### config.mk
export PLATFORM = sky130hd
export DESIGN_NAME = motor_uart_rx
export DESIGN_NICKNAME = d
export VERILOG_FILES = /design/src/rtl/motor_uart_pkg.sv /design/src/rtl/uart_rx_byte.sv /design/src/rtl/motor_uart_rx.sv
export SDC_FILE = /design/constraint.sdc
export NUM_CORES = 1
export LEC_CHECK = 0
export ABC_AREA = 1
export BUFFER_PORTS_ARGS = -buffer_cell sky130_fd_sc_hd__buf_2
export CAP_MARGIN = 20
export CORE_MARGIN = 3
export CORE_UTILIZATION = 60
export CTS_BUF_LIST = sky130_fd_sc_hd__clkbuf_16
export DETAILED_ROUTE_END_ITERATION = 16
export GPL_TIMING_DRIVEN = 0
export PLACE_DENSITY = 0.81
export SLEW_MARGIN = 20
export SYNTH_ARGS = -nofsm -noshare
export SYNTH_HDL_FRONTEND = slang
export SYNTH_HIERARCHICAL = 1
export SYNTH_SLANG_ARGS = --single-unit
### constraint.sdc
create_clock -name clk -period 2.6 [get_ports clk]
set_input_delay 0.52 -clock clk [delete_from_list [all_inputs] [get_ports clk]]
set_output_delay 0.52 -clock clk [all_outputs]
set_load 0.03 [all_outputs]
### src/rtl/motor_uart_pkg.sv
// Shared types and constants for the motor UART receive path.
// Pure definitions: no latency, no flow control.
package motor_uart_pkg;

  typedef enum logic [1:0] {
    B_IDLE,
    B_START,
    B_DATA,
    B_STOP
  } byte_state_t;

  typedef enum logic [1:0] {
    P_ADDR,
    P_CMD,
    P_DATA,
    P_CSUM
  } pkt_state_t;

  typedef struct packed {
    logic [6:0] cmd;
    logic [6:0] data;
  } motor_cmd_t;

  localparam logic [6:0] CSUM_MASK = 7'h7F;
  localparam int         PKT_LEN   = 4;

  // The checksum is always the final byte of a packet.
  localparam pkt_state_t P_LAST = pkt_state_t'(PKT_LEN - 1);

  function automatic int clks_per_bit(input int clk_freq, input int baud);
    return clk_freq / baud;
  endfunction

endpackage

### src/rtl/uart_rx_byte.sv
// 8N1 byte receiver: 2-flop synchroniser, mid-bit sampling; byte_vld/frame_err ~9.5 bit times after start edge.
// No backpressure: byte_vld is a single-cycle strobe the consumer must take.
module uart_rx_byte
  import motor_uart_pkg::*;
#(
  parameter int CLK_FREQ = 50_000_000,
  parameter int BAUD     = 9600
) (
  input  logic       clk,
  input  logic       reset,
  input  logic       rx,
  output logic       byte_vld,
  output logic [7:0] byte_dat,
  output logic       frame_err
);

  localparam int               CPB      = clks_per_bit(CLK_FREQ, BAUD);
  localparam int               CNT_W    = $clog2(CPB);
  localparam logic [CNT_W-1:0] CNT_FULL = CNT_W'(CPB - 1);
  localparam logic [CNT_W-1:0] CNT_HALF = CNT_W'(CPB / 2 - 1);

  logic             rx_meta, rx_sync, rx_prev;
  byte_state_t      state_q, state_d;
  logic [CNT_W-1:0] clk_cnt_q, clk_cnt_d;
  logic [2:0]       bit_cnt_q, bit_cnt_d;
  logic [7:0]       shreg_q, shreg_d;
  logic             byte_vld_d, frame_err_d;

  assign byte_dat = shreg_q;

  always_ff @(posedge clk) begin
    if (reset) begin
      rx_meta   <= 1'b1;
      rx_sync   <= 1'b1;
      rx_prev   <= 1'b1;
      state_q   <= B_IDLE;
      clk_cnt_q <= '0;
      bit_cnt_q <= '0;
      shreg_q   <= '0;
      byte_vld  <= 1'b0;
      frame_err <= 1'b0;
    end else begin
      rx_meta   <= rx;
      rx_sync   <= rx_meta;
      rx_prev   <= rx_sync;
      state_q   <= state_d;
      clk_cnt_q <= clk_cnt_d;
      bit_cnt_q <= bit_cnt_d;
      shreg_q   <= shreg_d;
      byte_vld  <= byte_vld_d;
      frame_err <= frame_err_d;
    end
  end

  always_comb begin
    state_d     = state_q;
    clk_cnt_d   = clk_cnt_q + 1'b1;
    bit_cnt_d   = bit_cnt_q;
    shreg_d     = shreg_q;
    byte_vld_d  = 1'b0;
    frame_err_d = 1'b0;
    unique case (state_q)
      B_IDLE: begin
        clk_cnt_d = '0;
        if (rx_prev && !rx_sync) begin
          state_d   = B_START;
          bit_cnt_d = '0;
        end
      end
      B_START: begin
        // A start bit that is high again at mid-bit was line noise.
        if (clk_cnt_q == CNT_HALF) begin
          clk_cnt_d = '0;
          state_d   = rx_sync ? B_IDLE : B_DATA;
        end
      end
      B_DATA: begin
        if (clk_cnt_q == CNT_FULL) begin
          clk_cnt_d = '0;
          shreg_d   = {rx_sync, shreg_q[7:1]};
          bit_cnt_d = bit_cnt_q + 3'd1;
          if (bit_cnt_q == 3'd7) state_d = B_STOP;
        end
      end
      B_STOP: begin
        // Leave mid stop bit so a back-to-back start edge is not missed.
        if (clk_cnt_q == CNT_FULL) begin
          clk_cnt_d   = '0;
          state_d     = B_IDLE;
          byte_vld_d  = rx_sync;
          frame_err_d = !rx_sync;
        end
      end
      default: state_d = B_IDLE;
    endcase
  end

endmodule

### src/rtl/motor_uart_rx.sv
// Reassembles 4-byte motor packets; cmd_valid/checksum_err one cycle after the checksum byte.
// No backpressure: strobes are single-cycle, cmd/data hold until the next good packet.
module motor_uart_rx
  import motor_uart_pkg::*;
#(
  parameter int         CLK_FREQ     = 50_000_000,
  parameter int         BAUD         = 9600,
  parameter logic [7:0] ADDRESS      = 8'd128,
  parameter int         TIMEOUT_CLKS = 500_000
) (
  input  logic       clk,
  input  logic       reset,
  input  logic       rx,
  output logic       cmd_valid,
  output logic [6:0] cmd,
  output logic [6:0] data,
  output logic       checksum_err,
  output logic       frame_err,
  output logic       busy
);

  localparam int            TO_W   = $clog2(TIMEOUT_CLKS + 1);
  localparam logic [TO_W-1:0] TO_MAX = TO_W'(TIMEOUT_CLKS);

  logic            byte_vld;
  logic [7:0]      byte_dat;
  pkt_state_t      pkt_q, pkt_d;
  motor_cmd_t      buf_q, buf_d, out_q, out_d;
  logic [TO_W-1:0] to_q, to_d;
  logic            cmd_valid_d, csum_err_d;
  logic [8:0]      sum;
  logic [6:0]      csum_exp;

  uart_rx_byte #(
    .CLK_FREQ (CLK_FREQ),
    .BAUD     (BAUD)
  ) u_byte (
    .clk       (clk),
    .reset     (reset),
    .rx        (rx),
    .byte_vld  (byte_vld),
    .byte_dat  (byte_dat),
    .frame_err (frame_err)
  );

  assign sum      = {1'b0, ADDRESS} + {2'b00, buf_q.cmd} + {2'b00, buf_q.data};
  assign csum_exp = 7'(sum & {2'b00, CSUM_MASK});
  assign busy     = (pkt_q != P_ADDR);
  assign cmd      = out_q.cmd;
  assign data     = out_q.data;

  always_ff @(posedge clk) begin
    if (reset) begin
      pkt_q        <= P_ADDR;
      buf_q        <= '0;
      out_q        <= '0;
      to_q         <= '0;
      cmd_valid    <= 1'b0;
      checksum_err <= 1'b0;
    end else begin
      pkt_q        <= pkt_d;
      buf_q        <= buf_d;
      out_q        <= out_d;
      to_q         <= to_d;
      cmd_valid    <= cmd_valid_d;
      checksum_err <= csum_err_d;
    end
  end

  always_comb begin
    pkt_d       = pkt_q;
    buf_d       = buf_q;
    out_d       = out_q;
    cmd_valid_d = 1'b0;
    csum_err_d  = 1'b0;

    if (!busy || byte_vld) to_d = '0;
    else if (to_q != TO_MAX) to_d = to_q + 1'b1;
    else to_d = to_q;

    if (byte_vld) begin
      // Any byte with bit7 set is a potential address: resync on it.
      if (!busy || byte_dat[7]) begin
        pkt_d = (byte_dat == ADDRESS) ? P_CMD : P_ADDR;
      end else begin
        case (pkt_q)
          P_CMD: begin
            buf_d.cmd = byte_dat[6:0];
            pkt_d     = P_DATA;
          end
          P_DATA: begin
            buf_d.data = byte_dat[6:0];
            pkt_d      = P_LAST;
          end
          P_LAST: begin
            if (byte_dat[6:0] == csum_exp) begin
              out_d       = buf_q;
              cmd_valid_d = 1'b1;
            end else begin
              csum_err_d = 1'b1;
            end
            pkt_d = P_ADDR;
          end
          default: pkt_d = P_ADDR;
        endcase
      end
    end else if (busy && (frame_err || to_q == TO_MAX)) begin
      pkt_d = P_ADDR;
    end
  end

endmodule

==> results of run 1 <==
through the flow:
| step | hold slack, ns | cell area, um2 | worst slack [ns] |
|---|---|---|---|
| floorplan | 0.3895 | 4096 | 0.5680 |
| global placement | 0.3975 | 4293 | 0.3121 |
| detailed placement | 0.3997 | 4293 | 0.2998 |
| CTS | 0.3722 | 4569 | 0.2508 |
| global route | 0.3695 | 4569 | 0.01244 |
| finish | 0.3757 | 4569 | 0.2416 |
cell families (layout without fill, tap and decap cells):
kind of cell / count (synthesis) / count (layout) / synth area share (%)
compound gates: 72 / 72 / 9.347
xor+xnor: 10 / 10 / 2.138
fa+ha+maj: 17 / 17 / 5.376
buf+inv: 94 / 129 / 9.376
flops: 82 / 82 / 40.07
simple gates: 309 / 309 / 33.69
Yosys cell counts:
cell type,instances,area share [%]
nand2_1,137,13
buf_6,4,1.1
nand3b_1,3,0.55
a21oi_2,2,0.43
a21o_1,1,0.18
a32oi_1,1,0.21
xor2_1,7,1.5
or3_1,1,0.15
nor4_1,2,0.31
dfxtp_1,82,40
nor3_4,1,0.40
a31oi_1,1,0.15
nor3_2,1,0.24
buf_2,1,0.12
ha_1,16,4.9
nand3_2,1,0.24
nand3_4,1,0.43
inv_1,81,7.4
clkbuf_1,4,0.37
fa_1,1,0.49
nor2_4,1,0.27
nand4_1,10,1.5
nor3b_1,4,0.73
o21a_1,2,0.37
and3_1,1,0.15
nor2_1,76,7.0
nor3_1,15,1.8
a211oi_1,1,0.18
nand3_1,35,4.3
nor2_2,13,2.0
nand2_2,3,0.46
clkinv_1,1,0.092
or2_2,4,0.61
inv_2,3,0.27
o21ai_0,25,3.1
a21oi_1,39,4.8
xnor2_1,3,0.64
per-layer routing:
layer	wire length, um	GRT usage, %	up-vias
met2	4151	41.50	96
met5	0	0	-
met3	379	5.493	13
li1	-	-	1924
met4	129	7.830	0
met1	3907	30.23	1706
critical path, cell delays in order (launching register included):
cell	delay (ns)
dfxtp_1	0.40
ha_1	0.24
fa_1	0.45
xnor2_1	0.16
nand2_1	0.07
nor2_1	0.13
nand3_1	0.10
nor2_2	0.16
nand3_2	0.11
buf_6	0.16
buf_6	0.15
nor2_2	0.09
nor2_1	0.05
where the power goes:
group          internal (W)  switching, W  leakage, nW  total [W]
clock network      0.000724      0.000469        0.145    0.00119
registers           0.00126    0.00000704        0.661    0.00127
logic             0.0000174     0.0000417         1.17  0.0000591
total               0.00200      0.000518         1.98    0.00252
cells in the final DEF (no fill, tap or decap), types with 3 or more instances in the layout:
cell type  instances
xnor2_1            3
nor3b_1            4
inv_1             83
nand2_1          137
nand3b_1           3
nor3_1            15
xor2_1             7
buf_2             21
nor2_1            76
dfxtp_1           82
clkbuf_1           4
nand4_1           10
nand3_1           35
nor2_2            13
inv_2              3
ha_1              16
or2_2              4
nand2_2            3
clkbuf_16          9
o21ai_0           25
buf_6              4
a21oi_1           39
state kept, by name, summed over array words and instances (netlist names), 2 cells and up, named ones only:
signal and cells:
to_q 19, buf_q 14, cmd 7, data 7
u_byte/byte_dat 8, u_byte/bit_cnt_q 3, pkt_q 2, u_byte/clk_cnt_q 13
worst max-delay path by stage:
stage                         end  slack [ns]  cells past startpoint
after floorplan            cmd[1]        0.57                     12
after global placement    data[4]        0.31                     12
after detailed placement  data[3]        0.30                     12
after CTS                  cmd[2]        0.25                     12
after global routing      data[4]        0.01                     12
final                      cmd[2]        0.24                     12
final cells by class:
type,count,area [um2],area share (%)
well taps,77,96.34,2.108
plain buffers,9,65.06,1.424
clock inverters,6,51.30,1.123
multi-input cells,408,2071,45.32
repair buffers,20,100.1,2.191
inverters,85,319.1,6.982
clock buffers,9,225.2,4.929
flip-flops and latches,82,1642,35.93
==> impl_metrics.ini, run 1 <==
[run_status]
status = finished, final reports clean

[setup_path]
r2r_setup_slack_ns = 0.24
critPathArrivalTime_ns = 2.59
required_ns = 2.83
critPathKind = reg -> reg
r2r-end = cmd[2]
startpoint_type = register
cp_max_fo = 10
r2r-start = buf_q[0]
cp-startpoint = buf_q[0]
r2r_cells = 12
end_kind = register

[timing]
rsz0062_at_grt = no
final.setup.tns_ns = 0
worst_slew_pin_slew_ns = 0.5058
skew_ns = 0.006846
finalSetupViolCount = 0
finalHoldViolCount = 0
clock.fmax_mhz = 424.0
relSlewSlack_pct = 66.28
drv_slew = 0
period_needed_ns = 2.358
finalCritPeriodShare_pct = 90.71

[cts]
clock-root-buffer = clkbuf_16
clkSinkCount = 82
clk_latency_ns = 0.33
cts_tree = built
cts_inserted_buffers = 9
clk_path_buf_depth = 2
path_clk_slew_ns = 0.06
hold_buffers = 0
ctsResizeCount = 0
cts_max_level = 3
cts_setup_buffers = 0

[route]
postRouteAntennaNets = 0
detail_route.wl_per_cell_um = 12.31
post-route-drc-count = 0
totalWireLength_um = 8567
dr.pass1.iters = 5
routed_via_density = 5.372
first_iter_violations = 199
vias = 3739

[synth]
netlist_area_mm2 = 0.004096
synth_fp_nets = 604
syn_avg_cell_area_um2 = 7.014
ys_warn_count = 6
synth_seq_area_share_pct = 40.07
syn-instance-count = 584
yosysUniqueCellTypes = 37
ys_seq_elements = 82

[place]
place.gp.congestion = 0.8261
dp.final_hpwl_um = 6232
placed_cells = 681
portBuffers = 20

[layout]
diodes = 0
area_growth_pct = 11.55
layout-drive-gt1-share_pct = 10.82
utilization_pct = 70.35
fillers = 524
nets = 635
stdcell_count = 696

[floorplanning]
core_area_mm2 = 0.006495
die-area_mm2 = 0.007854
dieHeight_um = 88.63
initial_utilization_pct = 63.07
die_w_um = 88.63
rows = 29
io_pins = 21

[flow_run]
max_cap_viol_count = 0

[hold_path]
whs_path_depth = 2
hold_path_class = in -> reg
hold_start = rx
min_to = u_byte/rx_meta

[power]
leakage_nw = 1.976
vdd_drop_max_mv = 0.3647
p_total_w = 0.002521
power.density_mw_per_mm2 = 551.8

[global_route]
grt_overflow_total = 0
grt_max_degree = 13
grt_pass1_wl_um = 15060
grt_pass1_vias = 3435
antenna_found_initial = 0
grt_usage_pct = 24.26
Power figures use the tool's default switching activity.
==> inputs of run 2 (changes only) <==
- clock period: 2.6 -> 2.2 ns (I/O delays scaled with it)
==> run 2 against run 1 <==
Effect of this change: the flow now finishes with violations (negative setup slack); sequential power rose by 18%; non-clock buffer count increased by 10; global-route usage rose by 1.0 points; die area stayed put; combinational power is 19% higher; hold slack worse by 0.081 ns; first-iteration DRC count up 28%; power increased by 18%; clock-buffer cell count unchanged; core utilization is 2.9 points higher; register-to-register slack got worse by 0.30 ns; critical path type unchanged; critical endpoint is now cmd[0]; largest cell class unchanged; largest power group unchanged.
==> impl_metrics.ini, run 2 (synthesis gave the netlist of run 1 again) <==
[layout]
nets = 645
mostFrequentLayoutCell = nand2_1
layout-drive-gt1-share_pct = 13.67
final_cell_mix = nand2_1 (134), inv_1 (83), dfxtp_1 (80)
fin_area_mm2 = 0.004758
area_growth_pct = 16.16
regMostFlops = to_q
diodes = 0
largest_register_ffs = 19
top_regs = to_q (19), buf_q (14), u_byte/clk_cnt_q (13)

[route]
first_iter_violations = 254
detail_route.wl_per_cell_um = 12.87
post-route-drc-count = 0
routed_via_density = 5.394
dr.pass1.iters = 5
totalWireLength_um = 9088
postRouteAntennaNets = 0
vias = 3808

[place]
pre_cts_ws_ns = -0.1002
dp.final_hpwl_um = 6232
place.gp.congestion = 0.8261
place_area_mm2 = 0.004293
portBuffers = 20

[run_status]
violations = negative setup slack
status = complete, but fails checks

[power]
leakage_nw = 2.038
power.density_mw_per_mm2 = 626.4
vdd_drop_max_mv = 0.4460

[hold_path]
hold_start = rx
hold_path_class = in -> reg
min_to = u_byte/rx_meta
whs_path_depth = 2

[setup_path]
r2r_setup_slack_ns = -0.06
cp-startpoint = buf_q[7]
cp_max_fo = 4
crit_chain = ha_4, fa_2, xnor2_1, nand2_1, nor2_2, nand3_2, nor2_4, nand3_4, buf_4, buf_2, nand2_1, nand2_1, nor2_1
cpLargestDelayFamily = simple AND/OR/NAND/NOR gates
r2r-end = cmd[0]
cp_common_cell = nand2_1
r2r-start = buf_q[7]
startpoint_type = register
critPathKind = reg -> reg
slowest_stage = fa_2
cpPeakStageDelay_ns = 0.54
crit_buf_inv = 2
r2r_cells = 13
critPathArrivalTime_ns = 2.53
end_kind = register
required_ns = 2.47

[timing]
drv_slew = 0
clock.fmax_mhz = 442.4
finalSetupViolCount = 12
setup_ws_ns = -0.06056
period_needed_ns = 2.261
skew_ns = 0.007780
rsz0062_at_grt = yes
finalHoldViolCount = 0
relSlewSlack_pct = 66.50
finalCritPeriodShare_pct = 102.8
worst_slew_pin_slew_ns = 0.5025

[floorplanning]
initial_utilization_pct = 63.07
io_pins = 21
die_w_um = 88.63
rows = 29
die-area_mm2 = 0.007854
core_area_mm2 = 0.006495
dieHeight_um = 88.63

[global_route]
grt_pass1_vias = 3578
grt_pass1_wl_um = 15630
grt_overflow_total = 0
grt_max_degree = 13
grt_usage_pct = 25.27
antenna_found_initial = 0

[cts]
cts_inserted_buffers = 9
hold_buffers = 0
cts_tree = built
path_clk_slew_ns = 0.06
cts_max_level = 3
clk_latency_ns = 0.33
clkSinkCount = 82
clock-root-buffer = clkbuf_16
clk_path_buf_depth = 2

[flow_run]
max_cap_viol_count = 0
[run 2: per-layer routing]
layer  GRT usage (%)  vias to the layer above  part of all wire [%]
li1                -                     1940                     -
met1           30.52                     1747                    44
met2           43.25                       99                    49
met3           5.866                       22                   4.7
met4           10.16                        0                   2.2
met5               0                        -                     0
[run 2: repair_timing]
action,CTS,global route
setup buffers,7,1
gates resized for setup,20,5
pin swaps,12,4
cloned,2,0
endpoints found under the setup margin,15,15
[run 2: stage by stage]
stage,setup TNS [ns],cells,total power [W],hold slack (ns),utilization (%)
detailed placement,-0.9111,681,0.001602,0.3997,66.10
finish,-0.2566,706,0.002981,0.2951,73.26
floorplan,0,584,0.001583,0.3895,-
CTS,-0.2992,705,0.003005,0.2922,72.80
global placement,-0.7580,681,0.001598,0.3975,66.10
global route,-2.239,706,0.003083,0.2868,73.26
[run 2: worst register-to-register path, stage by stage (launching register included)]
cell and delay (ns):
dfxtp_4 0.35, ha_4 0.17, fa_2 0.54, xnor2_1 0.11
nand2_1 0.09, nor2_2 0.13, nand3_2 0.09, nor2_4 0.13
nand3_4 0.09, buf_4 0.15, buf_2 0.13, nand2_1 0.06
nand2_1 0.06, nor2_1 0.11
[run 2: cell type report]
| type | count | area (um2) |
|---|---|---|
| plain buffers | 9 | 73.82 |
| multi-input cells | 408 | 2143 |
| well taps | 77 | 96.34 |
| clock inverters | 6 | 51.30 |
| fillers | 495 | 1737 |
| flip-flops and latches | 82 | 1649 |
| repair buffers | 30 | 200.2 |
| clock buffers | 9 | 225.2 |
| inverters | 85 | 319.1 |
[run 2: power by group]
group	switching, W	internal (W)	leakage [nW]
registers	0.00000851	0.00149	0.663
clock network	0.000556	0.000855	0.145
logic	0.0000500	0.0000206	1.23
[run 2: how the worst max path moves through the flow]
stage / to / cells past startpoint / slack (ns)
final: cmd[0] / 13 / -0.06
after global placement: data[4] / 12 / -0.09
after detailed placement: data[3] / 12 / -0.10
after CTS: data[4] / 13 / -0.04
after global routing: data[4] / 13 / -0.21
after floorplan: cmd[1] / 12 / 0.17
==> inputs of run 3 (changes only) <==
- TNS_END_PERCENT: default -> 30
==> run 3 against run 2 <==
Effect of this change: the run still ends with negative setup slack left; clock-buffer cell count unchanged; clock power about the same; wire length decreased by 0.41%; largest power group unchanged; sequential power about the same; core utilization decreased by 0.15 points.
==> impl_metrics.ini, run 3 (synthesis gave the netlist of run 1 again) <==
[timing]
clock.fmax_mhz = 440.5
finalSetupViolCount = 13
period_needed_ns = 2.270
setup_ws_ns = -0.07025
skew_ns = 0.006015
drv_slew = 0
final.setup.tns_ns = -0.3428
finalCritPeriodShare_pct = 103.2
finalHoldViolCount = 0
rsz0062_at_grt = yes
relSlewSlack_pct = 65.90
worst_slew_pin_slew_ns = 0.5114

[floorplanning]
initial_utilization_pct = 63.07
io_pins = 21
die_w_um = 88.63
dieHeight_um = 88.63
rows = 29
core_area_mm2 = 0.006495
die-area_mm2 = 0.007854

[layout]
fillers = 492
diodes = 0
largest_register_ffs = 19
regMostFlops = to_q
final_cell_mix = nand2_1 (135), inv_1 (83), dfxtp_1 (80)
layout-drive-gt1-share_pct = 13.51
fin_area_mm2 = 0.004748
mostFrequentLayoutCell = nand2_1
nets = 645
area_growth_pct = 15.91
utilization_pct = 73.11
top_regs = to_q (19), buf_q (14), u_byte/clk_cnt_q (13)

[flow_run]
max_cap_viol_count = 0

[setup_path]
cp_max_fo = 4
startpoint_type = register
end_kind = register
required_ns = 2.47
critPathKind = reg -> reg
critPathArrivalTime_ns = 2.54

[cts]
clkSinkCount = 82
hold_buffers = 0
cts_max_level = 3
clk_path_buf_depth = 2
path_clk_slew_ns = 0.06
cts_tree = built
clk_latency_ns = 0.34
clock-root-buffer = clkbuf_16
cts_inserted_buffers = 9

[route]
postRouteAntennaNets = 0
detail_route.wl_per_cell_um = 12.82
routed_via_density = 5.409
dr.pass1.iters = 7
vias = 3819
first_iter_violations = 256
post-route-drc-count = 0
totalWireLength_um = 9051

[place]
place.gp.congestion = 0.8261
dp.final_hpwl_um = 6232
portBuffers = 20
pre_cts_ws_ns = -0.1002
place_area_mm2 = 0.004293

[global_route]
grt_pass1_wl_um = 15570
grt_usage_pct = 25.17
antenna_found_initial = 0
grt_max_degree = 13
grt_overflow_total = 0
grt_pass1_vias = 3569

[hold_path]
hold_path_class = in -> reg

[power]
leakage_nw = 2.046
power.density_mw_per_mm2 = 627.6
p_total_w = 0.002980
vdd_drop_max_mv = 0.4474

[run_status]
violations = negative setup slack
status = complete, but fails checks
==> run 3: path summary, 6_finish.rpt <==
path	from	depth (start not counted)	to	slack, ns
max	buf_q[7]	13	cmd[0]	-0.07
min	rx	2	u_byte/rx_meta	0.29
max reg2reg	buf_q[7]	13	cmd[0]	-0.07
min reg2reg	u_byte/rx_meta	1	u_byte/rx_sync	0.41
==> run 3: metal layers <==
metal	global-route usage [%]	routed length, um
met1	30.52	4000
met2	43.05	4454
met3	5.959	476
met4	9.753	119
met5	0	0
==> run 3: final cells by class <==
type                       instances  area (um2)  share of cell area, %
inverter                          85       319.1                  6.719
clock buffer                       9       225.2                  4.743
timing repair buffer              30       203.9                  4.295
multi-input combinational        408        2126                  44.77
tap                               77       96.34                  2.029
buffer                             9       77.57                  1.634
clock inverter                     6       51.30                  1.080
sequential                        82        1649                  34.73
==> run 3: power by group <==
| group | internal (W) | total [W] | switching (W) |
|---|---|---|---|
| logic | 0.0000206 | 0.0000703 | 0.0000498 |
| clock network | 0.000855 | 0.00141 | 0.000556 |
| registers | 0.00149 | 0.00150 | 0.00000864 |
==> run 3: critical path, cell delays in order (launching register included) <==
cell and delay [ns]:
dfxtp_4 0.35, ha_4 0.17, fa_2 0.54, xnor2_1 0.12, nand2_1 0.09, nor2_2 0.13
nand3_2 0.09, nor2_4 0.12, nand3_4 0.10, buf_6 0.13, buf_2 0.13, nand2_1 0.07
nand2_1 0.05, nor2_1 0.12
==> run 3: metrics by stage <==
stage,cells,hold WS [ns]
final,706,0.2926
after floorplan,584,0.3895
after global routing,706,0.2868
after global placement,681,0.3975
after detailed placement,681,0.3997
after CTS,705,0.2922
==> run 3: timing repair <==
| item | CTS | global route |
|---|---|---|
| gates resized for setup | 16 | 7 |
| setup endpoints to repair | 15 | 15 |
| setup buffers | 7 | 1 |
| gates cloned | 2 | 0 |
| pin swaps | 9 | 6 |
| endpoints found under the hold margin | 0 | 0 |
